File: config.mk
export PLATFORM = sky130hd
export DESIGN_NAME = difftest_vec_csr_tracker
export DESIGN_NICKNAME = d
export VERILOG_FILES = /design/src/rtl/difftest_vec_csr_tracker.sv
export SDC_FILE = /design/constraint.sdc
export NUM_CORES = 2
export LEC_CHECK = 0
export CORE_MARGIN = 1
export CORE_UTILIZATION = 55
export DETAILED_ROUTE_END_ITERATION = 7
export PLACE_DENSITY = 0.77
export SYNTH_ARGS = -nofsm -noshare
export SYNTH_HDL_FRONTEND = slang
export SYNTH_SLANG_ARGS = --single-unit
File: constraint.sdc
create_clock -name clock -period 30.8 [get_ports clock]
set_input_delay 4.62 -clock clock [delete_from_list [all_inputs] [get_ports clock]]
set_output_delay 4.62 -clock clock [all_outputs]
set_load 0.05 [all_outputs]
File: src/rtl/difftest_vec_csr_tracker.sv
// Vector-CSR difftest tracker.
// Keeps a shadow copy of the vector CSRs and applies up to NUM_CH commit
// writes per cycle, with vcsr = {vxrm, vxsat} aliasing. Every state change
// or forced snapshot queues a sequence-numbered entry. Entries drain over a
// valid/ready port.
// Ports:
//   clock, reset            - clock, synchronous active-high reset
//   wr_valid/wr_sel/wr_data - per-channel commit CSR writes (channel 0 first)
//   force_snap              - queue a snapshot even without a change
//   out_valid/out_ready     - snapshot FIFO head handshake
//   out_v*                  - head snapshot CSR values (zero when empty)
//   out_coreid, out_seq     - core id and snapshot sequence number
//   drop_cnt, overflow      - saturating drop count, sticky drop flag
module difftest_vec_csr_tracker #(
  parameter int unsigned NUM_CH = 2,
  parameter int unsigned DEPTH  = 8,
  parameter logic [63:0] VLENB  = 64'd16,
  parameter logic [7:0]  COREID = 8'd0
) (
  input  logic                   clock,
  input  logic                   reset,
  input  logic [NUM_CH-1:0]      wr_valid,
  input  logic [3*NUM_CH-1:0]    wr_sel,
  input  logic [64*NUM_CH-1:0]   wr_data,
  input  logic                   force_snap,
  output logic                   out_valid,
  input  logic                   out_ready,
  output logic [63:0]            out_vstart,
  output logic [63:0]            out_vxsat,
  output logic [63:0]            out_vxrm,
  output logic [63:0]            out_vcsr,
  output logic [63:0]            out_vl,
  output logic [63:0]            out_vtype,
  output logic [63:0]            out_vlenb,
  output logic [7:0]             out_coreid,
  output logic [31:0]            out_seq,
  output logic [31:0]            drop_cnt,
  output logic                   overflow
);

  localparam int unsigned PTR_W = (DEPTH > 1) ? $clog2(DEPTH) : 1;
  localparam int unsigned CNT_W = PTR_W + 1;

  // vcsr is not stored: it is always {vxrm, vxsat}. vlenb is constant.
  typedef struct packed {
    logic [63:0] vstart;
    logic        vxsat;
    logic [1:0]  vxrm;
    logic [63:0] vl;
    logic [63:0] vtype;
  } shadow_t;

  typedef struct packed {
    shadow_t     sh;
    logic [31:0] seq;
  } snap_t;

  shadow_t          sh_q, sh_d;
  snap_t            mem_q [DEPTH];
  logic [PTR_W-1:0] wr_ptr_q, rd_ptr_q;
  logic [CNT_W-1:0] cnt_q, cnt_d;
  logic [31:0]      seq_q, drop_q;
  logic             ovf_q;

  logic push_c, pop_c, full_c, accept_c, drop_c;
  snap_t head_c;

  // Apply channel writes in index order; later channels see earlier results.
  always_comb begin
    sh_d = sh_q;
    for (int unsigned i = 0; i < NUM_CH; i++) begin
      if (wr_valid[i]) begin
        case (wr_sel[3*i +: 3])
          3'd0: sh_d.vstart = wr_data[64*i +: 64];
          3'd1: sh_d.vxsat  = wr_data[64*i];
          3'd2: sh_d.vxrm   = wr_data[64*i +: 2];
          3'd3: begin
            sh_d.vxsat = wr_data[64*i];
            sh_d.vxrm  = wr_data[64*i+1 +: 2];
          end
          3'd4: sh_d.vl     = wr_data[64*i +: 64];
          3'd5: sh_d.vtype  = wr_data[64*i +: 64];
          default: ;  // vlenb is read-only, 7 is reserved
        endcase
      end
    end
  end

  // FIFO control: a pop in the same cycle frees the slot for a push.
  always_comb begin
    push_c   = (sh_d != sh_q) | force_snap;
    pop_c    = out_valid & out_ready;
    full_c   = (cnt_q == CNT_W'(DEPTH));
    accept_c = push_c & (~full_c | pop_c);
    drop_c   = push_c & full_c & ~pop_c;
    cnt_d    = cnt_q;
    if (accept_c && !pop_c) begin
      cnt_d = cnt_q + CNT_W'(1);
    end else if (!accept_c && pop_c) begin
      cnt_d = cnt_q - CNT_W'(1);
    end
  end

  always_ff @(posedge clock) begin
    if (reset) begin
      sh_q     <= '{vstart: 64'd0, vxsat: 1'b0, vxrm: 2'd0, vl: 64'd0,
                    vtype: 64'h8000_0000_0000_0000};
      wr_ptr_q <= '0;
      rd_ptr_q <= '0;
      cnt_q    <= '0;
      seq_q    <= '0;
      drop_q   <= '0;
      ovf_q    <= 1'b0;
    end else begin
      sh_q  <= sh_d;
      cnt_q <= cnt_d;
      if (accept_c) wr_ptr_q <= wr_ptr_q + PTR_W'(1);
      if (pop_c)    rd_ptr_q <= rd_ptr_q + PTR_W'(1);
      if (push_c)   seq_q    <= seq_q + 32'd1;
      if (drop_c) begin
        ovf_q <= 1'b1;
        if (drop_q != 32'hFFFF_FFFF) drop_q <= drop_q + 32'd1;
      end
    end
  end

  // Storage needs no reset: entries are only visible while counted.
  always_ff @(posedge clock) begin
    if (!reset && accept_c) begin
      mem_q[wr_ptr_q] <= '{sh: sh_d, seq: seq_q};
    end
  end

  assign out_valid  = (cnt_q != '0);
  assign head_c     = out_valid ? mem_q[rd_ptr_q] : '0;
  assign out_vstart = head_c.sh.vstart;
  assign out_vxsat  = 64'(head_c.sh.vxsat);
  assign out_vxrm   = 64'(head_c.sh.vxrm);
  assign out_vcsr   = 64'({head_c.sh.vxrm, head_c.sh.vxsat});
  assign out_vl     = head_c.sh.vl;
  assign out_vtype  = head_c.sh.vtype;
  assign out_vlenb  = out_valid ? VLENB : 64'd0;
  assign out_coreid = COREID;
  assign out_seq    = head_c.seq;
  assign drop_cnt   = drop_q;
  assign overflow   = ovf_q;

endmodule

# Word level (Yosys, flattened, before mapping)
# Memories as Yosys holds them, arrays and structs flattened. A register that Yosys moved wholly into a read port is not among the register bits.
# Cells that the tools add are included.
[classes]
add_sub_neg = 6
eq_ne = 13
muxes = 20
bitwise = 8
n_reduce_logical = 13
[op_table]
columns = ["op", "n"]
rows = [
  ["195-bit 2-to-1 mux", 2],
  ["64-bit 2-to-1 mux", 6],
  ["227-bit 2-to-1 mux", 1],
  ["195-bit inequality test", 1],
  ["32-bit by 1-bit adder with 32-bit output, second input constant", 2],
  ["32-bit inequality test, second input constant", 1],
  ["3-bit by 2-bit == test with 1-bit output, second input constant", 4],
  ["3-bit == test, second input constant", 4],
  ["4-bit 2-to-1 mux", 2],
  ["2-bit one-hot mux with 2 select lines", 2],
  ["3-bit by 1-bit adder with 3-bit output, second input constant", 2],
  ["3-bit by 1-bit == test with 1-bit output, second input constant", 2],
  ["3-bit logical NOT", 2],
  ["3-bit 2-to-1 mux", 2],
  ["5-bit 2-to-1 mux", 1],
  ["4-bit by 1-bit adder with 4-bit output, second input constant", 1],
  ["1-bit bitwise AND", 4],
  ["4-bit == test, second input constant", 1],
  ["1-bit 2-to-1 mux", 4],
  ["4-bit nonzero test", 1],
  ["2-bit OR reduction", 2],
  ["4-bit by 1-bit subtractor with 4-bit output, second input constant", 1],
  ["1-bit logical AND", 3],
  ["1-bit logical NOT", 3],
  ["4 further kinds", 6],
]
[totals]
regBits = 270
ram_bits = 1816
inputBits = 140
output_inout_bits = 522
n_memories = 1
[mem_list]
columns = ["memory", "depth", "word_bits", "read_ports", "rd_ports_with_merged_regs", "write_ports", "line_no", "text"]
rows = [
  ["mem_q", 8, 227, 1, 1, 1, "59", "snap_t mem_q [DEPTH];"],
]

# Logic depth before layout (Yosys ltp)
[logic_depth]
word_depth = 13
ltp_mapped = 21

# Least setup slack after synthesis
# No wires, ideal clock.
[synth_path]
path_type = "in2reg"
start = "input wr_sel[0]"
end = "memory mem_q[3][0] (netlist bit) (enable)"
setup_ps = 1139
arrival_time_ps = 23598
required_ps = 29661
slack_ps = 6064
path_stages = 12
path_buffers = 2
cell_sequence = "clkbuf_1 > nor4b_1 > clkbuf_1 > nand2_1 > a31oi_1 > a2111oi_0 > nand4_1 > nor4_1 > nand4_1 > o21ai_1 > or3b_2 > nor3b_1"
[synth_lines]
columns = ["item", "line_no", "text"]
rows = [
  ["from (decl)", "23", "input logic [3*NUM_CH-1:0] wr_sel,"],
  ["to (decl)", "59", ""],
]

# Worst setup path after layout
[layout_path]
start = "input wr_valid[0]"
end = "memory mem_q[7][116] (netlist bit) (enable)"
[layout_via]
elab_chain_len = 9
[layout_lines]
columns = ["item", "line_no", "text"]
rows = [
  ["from (decl)", "22", "input logic [NUM_CH-1:0] wr_valid,"],
  ["195-bit 2-to-1 mux (*)", "72", "if (wr_valid[i]) begin"],
  ["2-bit one-hot mux with 2 select lines, or another cell as far along", "73", "case (wr_sel[3*i +: 3])"],
  ["195-bit 2-to-1 mux (*)", "72", ""],
  ["195-bit inequality test (*)", "91", "push_c = (sh_d != sh_q) | force_snap;"],
  ["1-bit OR (*)", "91", ""],
  ["1-bit bitwise AND (*)", "94", "accept_c = push_c & (~full_c | pop_c);"],
  ["1-bit logical AND (*)", "129", "if (!reset && accept_c) begin"],
  ["1-bit 2-to-1 mux (*)", "129", ""],
  ["1-bit 2-to-1 mux (not written as such) (*)", "130", "mem_q[wr_ptr_q] <= '{sh: sh_d, seq: seq_q};"],
]
# Every way passes the cells marked *; elsewhere a longest branch is shown, timed or not.

==> results by group <==
Drt
  • Routed WL per cell: 33.60 um
  • Drt total wl: 285500 um
  • Antenna Nets Post-Route: 0
  • DR vias: 54590
  • 1st-iter DRT viols: 7151
  • Drt first pass iters: 7
  • DR vias/cell: 6.423
  • # DRC: 0

Clock tree
  • CTS Buf Count: 201
  • CTS clk-pin slew, worst paths: 0.06 ns
  • Clk_lat worst skew: 0.88 ns
  • Clock buffer depth: 3
  • Post-CTS Setup Inserts: 0
  • Hold buffer count at cts: 0
  • Post-CTS Resized: 0
  • CTS tree: done
  • Root Driver: clkbuf_16
  • CTS HTree Levels: 4
  • Clock sink total: 2089

Power
  • Worst ir drop on vdd: 0.09495 mV
  • Combinational share of power: 30.3%
  • Reg power frac: 39.9%
  • P per Cell Area: 83.32 mW/mm^2
  • Leakage: 32.80 nW
  • P_sw: 2.848 mW
  • Internal Power: 5.618 mW
  • Final Power: 8.466 mW
  • Sw Share: 33.64%
  • Clk pwr share: 29.8%

Outcome
  • Failing checks: capacitance limit, slew limit
  • Status: complete, but fails checks

Global route
  • Largest net degree at the start of global routing: 159
  • Met1 Usage GRT: 48.04%
  • Met3 Usage GRT: 8.369%
  • Initial antenna violation count: 44
  • GRT Total Usage: 34.71%
  • First-pass GRT wire length: 395900 um
  • Number of global-route vias before repair: 52170
  • Met2 GRT Util: 53.18%
  • Gr busiest metal: met2
  • Total grt overflow: 0

Worst setup path
  • Buf/Inv on CP: 6
  • CP Data Required Time: 31.26 ns
  • Reg2reg setup slack: 23.39 ns
  • Setup crit end kind: flop
  • RR Endpoint: mem_q[7][116]$_DFFE_PP_
  • Startpoint Class: primary input
  • Cells along the critical path: clkdlybuf4s50_1 -> nor4b_2 -> buf_4 -> buf_4 -> nand2_2 -> o22ai_1 -> a22o_1 -> a2111oi_1 -> and4_1 -> nand4_1 -> o21ai_1 -> or3b_2 -> nor2_4 -> buf_4 -> buf_4 -> buf_4
  • Crit path kind: in2reg
  • Largest stage delay on the critical path: 0.87 ns
  • Crit path DAT: 13.02 ns
  • Cell family with most CP delay: buffers and inverters
  • Reg2Reg Depth: 13
  • Slowest cell on the critical path: nor2_4
  • Critical path peak fanout: 44
  • CP most frequent cell: buf_4
  • Worst R2R Start: sh_q[33]$_SDFF_PP0_

Yosys
  • Syn Inst Count: 5790
  • Commonest register cell after synthesis: edfxtp_1
  • Netlist cell types: 85
  • Post-synth top area cell: edfxtp_1
  • Area contributors post-synth: edfxtp_1, mux4_2, dfxtp_1, mux2i_1, buf_4
  • Sequential area share after synthesis: 67.36%
  • Flops & latches, synth: 2089
  • Mean Syn Cell Area: 15.38 um^2
  • Warnings from Yosys: 0
  • Post-synth top area share: 61.22%
  • Async SR Flop Fraction: 0%
  • EDFF count, synth: 1816
  • Synthesized cell area: 0.08907 mm^2

STA
  • Finish-stage setup viols: 0
  • Worst slew pin tran: 1.498 ns
  • Slew Viols, Final: 1
  • Fmax achieved: 79.58 MHz
  • Final Hold Viols: 0
  • Post-Route Skew: 0.05800 ns
  • Tmin final: 12.57 ns
  • Final worst-path cycle share: 40.80%
  • Final worst slack: 18.23 ns
  • RSZ-0062 raised after global routing: false
  • Rel. slew slack: -0.3245%
  • TNS Setup: 0 ns

Floorplan
  • Die Y: 404.4 um
  • Die Width: 404.4 um
  • Initial Utilization: 55.41%
  • Core area: 0.1608 mm^2
  • Die ar.: 0.1636 mm^2
  • Rows: 147
  • I/O pin cnt: 662

Cells and area
  • Fin nets: 6289
  • Final cell count without fillers: 8498
  • Fraction of layout instances using a drive strength above 1: 15.36%
  • Commonest non-fill, non-tap cell in the layout: edfxtp_1
  • Most frequent cells in the layout: edfxtp_1, nor2_1, mux4_2
  • Filler cells: 11170
  • P&R area growth vs syn: 14.08%
  • Post-layout util: 63.21%

Place
  • Final Wtd Congestion: 1.037
  • Post-DP HPWL: 185400 um
  • Dpl ws: 17.46 ns
  • Placed Cells: 8098
  • I/O Buffers: 404

Run
  • Max Cap Viol: 1

Hold path
  • Hold path cells: 2
  • HP Class: reg2reg
  • HP Start: overflow$_SDFFE_PP0P_
  • Hold Path End: overflow$_SDFFE_PP0P_
area by class of cell:
type	instances	area, um^2	area share (%)
Sequential cell	2089	60010	59.06
Antenna cell	24	60.06	0.05911
Tap cell	2160	2703	2.660
Clock inverter	101	1260	1.240
Clock buffer	275	5530	5.443
Timing Repair Buffer	577	5460	5.374
Inverter	125	469.2	0.4618
Multi-Input combinational cell	3147	26120	25.70
logic make-up (layout without fill, tap and decap cells):
| group | Yosys count | in the layout | share of synthesized area [%] |
|---|---|---|---|
| DFF | 2089 | 2089 | 67.36 |
| and+or+nand+nor | 1389 | 1389 | 7.288 |
| buffers and inverters | 810 | 1078 | 4.561 |
| muxes | 716 | 716 | 14.46 |
| AOI/OAI and AO/OA | 685 | 685 | 5.302 |
| xor gates and xnor gates | 92 | 92 | 0.9047 |
| adders and majority gates | 8 | 8 | 0.1208 |
| other | 1 | 281 | 0.004210 |
sequential cells by signal, summed over array words and instances, names as in the netlist, named ones only:
register  cells
sh_q        195
seq_q        32
overflow      1
rd_ptr_q      3
drop_cnt     32
cnt_q         4
wr_ptr_q      3
mem_q      1816
worst min-delay path, delay by kind of cell (launching register included):
family	cells	cell delay, ns
compound gates	1	0.05
buf+inv	1	0.05
flops	1	0.32
how the worst max path moves through the flow:
stage / startpoint / to / cells past startpoint
after floorplan: wr_sel[0] / mem_q[3][0]$_DFFE_PP_ / 12
after CTS: wr_valid[0] / mem_q[7][116]$_DFFE_PP_ / 16
after global routing: wr_valid[0] / mem_q[7][116]$_DFFE_PP_ / 16
after global placement: wr_valid[0] / mem_q[7][124]$_DFFE_PP_ / 16
final: wr_valid[0] / mem_q[7][116]$_DFFE_PP_ / 16
after detailed placement: wr_valid[0] / mem_q[7][121]$_DFFE_PP_ / 16
synthesized netlist by cell type (22+ instances only):
| cell type | number |
|---|---|
| inv_1 | 124 |
| a31oi_1 | 179 |
| o22ai_1 | 64 |
| nand2_1 | 407 |
| nand3_1 | 52 |
| clkbuf_1 | 326 |
| nand2b_1 | 25 |
| xor2_1 | 55 |
| a21oi_1 | 120 |
| dfxtp_1 | 273 |
| buf_4 | 265 |
| mux4_2 | 454 |
| buf_1 | 72 |
| mux2i_1 | 237 |
| xnor2_1 | 37 |
| nor2b_1 | 251 |
| a221o_1 | 41 |
| nor3_1 | 27 |
| o21ai_0 | 55 |
| nor2_1 | 485 |
| o221ai_1 | 53 |
| mux2_1 | 22 |
| a22oi_1 | 31 |
| edfxtp_1 | 1816 |
| or4_1 | 22 |
| nor4_1 | 28 |
stage by stage:
stage / hold slack, ns / cell area [um^2]
final: 0.4601 / 101600
after detailed placement: 0.4433 / 94760
after CTS: 0.4582 / 101500
after global placement: 0.4338 / 94760
after floorplan: 0.4541 / 90030
after global routing: 0.4763 / 101600
routing by layer:
metal,share of wire (%),wire [um]
met5,0.11,319
met4,4.4,12630
met3,10,29190
met2,46,132300
met1,39,111100
power by group through the flow:
| stage | clock network, mW | logic (mW) | registers, mW |
|---|---|---|---|
| final | 2.52 | 2.57 | 3.38 |
| after global routing | 2.65 | 2.68 | 3.39 |
| after floorplan | 0 | 1.79 | 3.48 |
| after CTS | 2.54 | 2.59 | 3.38 |
| after global placement | 0 | 2.55 | 3.42 |
| after detailed placement | 0 | 2.56 | 3.44 |
No activity file was read; power rests on OpenSTA's default activity.
